## config.mk

```make
export PLATFORM = sky130hd
export DESIGN_NAME = trace_tx_sequencer
export DESIGN_NICKNAME = d
export VERILOG_FILES = /design/src/rtl/trace_tx_sequencer_pkg.sv /design/src/rtl/trace_tx_sequencer.sv
export SDC_FILE = /design/constraint.sdc
export NUM_CORES = 1
export LEC_CHECK = 0
export CORE_AREA = 8 8 81 83
export DETAILED_ROUTE_END_ITERATION = 12
export DIE_AREA = 0 0 89 91
export GPL_TIMING_DRIVEN = 0
export SLEW_MARGIN = 20
export SYNTH_ARGS = -nofsm -noshare
export SYNTH_HDL_FRONTEND = slang
export SYNTH_SLANG_ARGS = --single-unit
export TNS_END_PERCENT = 1
```

## constraint.sdc

```tcl
create_clock -name clk -period 2.4 [get_ports clk]
set_input_delay 0.48 -clock clk [delete_from_list [all_inputs] [get_ports clk]]
set_output_delay 0.48 -clock clk [all_outputs]
set_load 0.02 [all_outputs]
```

## src/rtl/trace_tx_sequencer_pkg.sv

```systemverilog
// trace_tx_sequencer_pkg: segment codes and FSM encoding shared by the trace transmit sequencer.
package trace_tx_sequencer_pkg;

    localparam logic [1:0] SEG_PT  = 2'd0;
    localparam logic [1:0] SEG_KEY = 2'd1;
    localparam logic [1:0] SEG_CT  = 2'd2;
    localparam logic [1:0] SEG_SMP = 2'd3;

    localparam int GAP_W = 13;

    typedef enum logic [2:0] {
        ST_IDLE,
        ST_ADDR,
        ST_LOAD,
        ST_STROBE,
        ST_WAIT,
        ST_GAP
    } state_t;

endpackage

```

## src/rtl/trace_tx_sequencer.sv

```systemverilog
// trace_tx_sequencer: streams PT, KEY, CT and sensor samples byte by byte into a UART transmitter.
// The parent owns the byte mux and answers {rd_seg, rd_addr} one clock later on rd_data.
module trace_tx_sequencer
    import trace_tx_sequencer_pkg::*;
#(
    parameter int SAMPLES    = 2048,
    parameter int HDR_BYTES  = 16,
    parameter int GAP_CYCLES = 4096
) (
    input  logic        clk,
    input  logic        rstn,
    input  logic        start,
    input  logic        abort,
    output logic        busy,
    output logic [1:0]  rd_seg,
    output logic [10:0] rd_addr,
    input  logic [7:0]  rd_data,
    output logic        tx_dv,
    output logic [7:0]  tx_byte,
    input  logic        tx_done,
    output logic        frame_done
);

    localparam logic [10:0] HDR_LAST = 11'(HDR_BYTES - 1);
    localparam logic [10:0] SMP_LAST = 11'(SAMPLES - 1);
    localparam logic [GAP_W-1:0] GAP_LAST = GAP_W'(GAP_CYCLES == 0 ? 0 : GAP_CYCLES - 1);

    state_t            state;
    logic [GAP_W-1:0]  gap_cnt;
    logic              seg_end;

    assign seg_end = rd_addr == (rd_seg == SEG_SMP ? SMP_LAST : HDR_LAST);

    always_ff @(posedge clk or negedge rstn) begin
        if (!rstn) begin
            state      <= ST_IDLE;
            busy       <= 1'b0;
            tx_dv      <= 1'b0;
            tx_byte    <= 8'd0;
            rd_seg     <= SEG_PT;
            rd_addr    <= 11'd0;
            frame_done <= 1'b0;
            gap_cnt    <= '0;
        end else begin
            frame_done <= 1'b0;
            // abort outranks tx_done and gap expiry in the same cycle
            if (abort && state != ST_IDLE) begin
                state   <= ST_IDLE;
                busy    <= 1'b0;
                tx_dv   <= 1'b0;
                rd_seg  <= SEG_PT;
                rd_addr <= 11'd0;
                gap_cnt <= '0;
            end else begin
                case (state)
                    ST_IDLE: if (start) begin
                        state   <= ST_ADDR;
                        busy    <= 1'b1;
                        rd_seg  <= SEG_PT;
                        rd_addr <= 11'd0;
                    end
                    ST_ADDR: state <= ST_LOAD;
                    ST_LOAD: begin
                        tx_byte <= rd_data;
                        tx_dv   <= 1'b1;
                        state   <= ST_STROBE;
                    end
                    ST_STROBE: begin
                        tx_dv <= 1'b0;
                        state <= ST_WAIT;
                    end
                    ST_WAIT: if (tx_done) begin
                        if (!seg_end) begin
                            rd_addr <= rd_addr + 11'd1;
                            state   <= ST_ADDR;
                        end else if (rd_seg != SEG_SMP) begin
                            rd_seg  <= rd_seg + 2'd1;
                            rd_addr <= 11'd0;
                            state   <= ST_ADDR;
                        end else if (GAP_CYCLES == 0) begin
                            frame_done <= 1'b1;
                            busy       <= 1'b0;
                            state      <= ST_IDLE;
                        end else begin
                            gap_cnt <= '0;
                            state   <= ST_GAP;
                        end
                    end
                    ST_GAP: if (gap_cnt >= GAP_LAST) begin
                        frame_done <= 1'b1;
                        busy       <= 1'b0;
                        gap_cnt    <= '0;
                        state      <= ST_IDLE;
                    end else begin
                        gap_cnt <= gap_cnt + 1'b1;
                    end
                    default: state <= ST_IDLE;
                endcase
            end
        end
    end

endmodule

```

==> flow_summary.ini <==
[cts]
cts_hold_buf = 0
cts_tree = done
clk_latency_ps = 300
clockBufferDepth = 2
cts.sinks = 40
cts_setup_buffers = 0
cts_inserted_buffers = 5
cts_resized = 0
cts_root_buf = clkbuf_8
cts.clk_slew.worst_paths_ps = 70
h-tree-depth = 2

[floorplan]
initial_core_util = 0.393
coreArea_um2 = 5340
num_rows = 27
die_h_um = 91
die_area_um2 = 8100
io_pins = 37
die_w_um = 89

[place]
dp_hpwl_mm = 3.54
globalplace.congestion = 0.785
dp_slack_ps = 22.4
place_area_um2 = 2560
port-buffer-count = 36

[global_routing]
grt_max_degree = 27
grt_pass1_wl_mm = 8.31
grtUsageTotal = 0.127
gr-total-overflow = 0
grt_pass1_vias = 1756
grt_antenna_before_repair = 0

[critical_path]
required_ps = 2580
path_cells = clkdlybuf4s50_1 > nor2b_1 > nand2_1 > or2_4 > o21ai_2 > o22a_1 > o22ai_1
cpPeakStageDelay_ps = 550
arrival_ps = 2230
slowest_stage = clkdlybuf4s50_1
critPathLaunch = abort
crit_path_end_kind = flip-flop
crit_path_start_kind = primary input
critPathKind = primary input to flip-flop
r2r-start = rd_seg[0]
crit_fanout = 7

[timing]
slew_headroom = 0.604
hold_viol = 0
fmax_ghz = 0.487
fin_skew_ps = 7.55
grt_setup_unrepaired = no
period_needed_ps = 2050
setup_ws_ps = 347
tightest_slew_ps = 589
drv_slew = 0
period_share = 0.855
whs_ps = 95.2
finalSetupViolations = 0
finalSetupTns_ps = 0

[cells_and_area]
area_delta_synth_final_pct = 26.5
nets = 274
n_antenna_cell = 0
drive_gt1_frac = 0.124
fin_area_um2 = 2650

[yosys]
synth_top_area_frac = 0.477
syn-instance-count = 214
yosys_most_used_dff = dfrtp_1
ys_ff_latch = 40
syn_area_um2 = 2100
synth_nets = 230
synth-edff-count = 0
async_flop_share = 1.00
synth_area_leaders = dfrtp_1 (48%), mux2_2 (4.3%), nand2_1 (4.3%)
seq_area_frac_synth = 0.477
syn_avg_cell_area_um2 = 9.80
yosysTopAreaCell = dfrtp_1
synthDistinctLibCells = 46
yosys_warnings = 0

[flow_run]
cap_violations = 0

[status]
status = finished, final reports clean

[route]
vias = 1704
viasPerCell = 5.15
drc_errors = 0
dr.pass1.iters = 4
post_drt_wl_per_cell_um = 14.4
drt_iter0_drc = 43
wl_mm = 4.77
antenna_left = 0

[pwr]
p_per_area_nw_per_um2 = 862
peakVddDrop_uv = 413
p_leak_nw = 1.09

[hold_path]
hp-class = primary input to async pin
==> critical path, delay by kind of cell <==
family	cells	cell delay, ps
AO/OA/AOI/OAI	3	510
buffers and inverters	1	550
AND/OR/NAND/NOR	3	680
==> logic make-up (layout without fill, tap and decap cells) <==
logic type / after synthesis / after routing / synth area share
xor+xnor: 8 / 8 / 0.0334
simple gates: 94 / 94 / 0.244
buf+inv: 14 / 59 / 0.0340
fa+ha+maj: 3 / 3 / 0.0179
mux: 10 / 10 / 0.0525
compound gates: 45 / 45 / 0.141
flops: 40 / 40 / 0.477
==> synthesized netlist by cell type (all sizes together) (2+ instances only) <==
cell type,count
xnor2,4
nand2,24
inv,8
mux2,8
o211ai,2
nand4,5
a31oi,2
nor3,6
o311ai,3
xor2,4
nor3b,2
o21ai,13
nand3,16
a21o,2
or3,4
nor2,16
mux2i,2
a21oi,14
and4,3
nand2b,2
and3,4
o22a,2
and2,3
buf,6
dfrtp,40
nor4,5
ha,3
==> final timing paths <==
check / endpoint / slack [ps] / cells after the start
max: rd_addr[5] / 350 / 7
min: tx_byte[0] / 100 / 1
max reg2reg: rd_addr[5] / 410 / 7
min reg2reg: gap_cnt[9] / 500 / 1
max in group asynchronous: rd_addr[10] / 1850 / 2
min in group clk: gap_cnt[9] / 500 / 1
==> routing by layer <==
metal,track usage,routed length [µm]
met1,0.155,2260
met2,0.205,2280
met3,0.0378,158
met4,0.0444,71
met5,0,0
==> registers in the layout, summed over array words and instances (netlist names) <==
signal / cells
frame_done: 1
state: 3
rd_seg: 2
gap_cnt: 13
busy: 1
tx_byte: 8
rd_addr: 11
tx_dv: 1
==> stage by stage <==
stage	utilization	std cells	total power [mW]
5_1_grt	0.497	331	2.42
3_5_place_dp	0.480	323	1.84
3_3_place_gp	0.477	322	1.83
6_report	0.497	331	2.29
2_1_floorplan	-	214	1.48
4_1_cts	0.497	331	2.31
==> placed cells by master (no fill, tap or decap), types with 3 or more instances in the layout <==
cell type	n
o311ai_1	3
nand2_1	24
ha_1	3
dfrtp_1	40
clkbuf_8	6
nand3_1	15
o21ai_0	12
inv_1	7
and3_1	4
a21oi_2	4
a21oi_1	10
mux2_2	8
xnor2_1	4
nor3_1	6
and4_1	3
buf_2	4
and2_1	3
nand4_1	5
xor2_1	4
nor4_1	4
clkdlybuf4s50_1	35
nor2_1	15
or3_1	4
==> where the power goes <==
group	total [mW]	internal (mW)	switching, mW	leakage, nW
clock network	0.466	0.235	0.232	0.0455
registers	0.887	0.791	0.0960	0.535
logic	0.932	0.417	0.515	0.508
==> area by class of cell <==
cell class	instances	area [µm²]
buffer	6	41.3
multi-input combinational	160	1020
clock buffer	8	90.1
inverter	8	30.0
tap	72	90.1
timing repair buffer	37	375
fill	543	2690
sequential	40	1000
No activity file was read; power rests on OpenSTA's default activity.
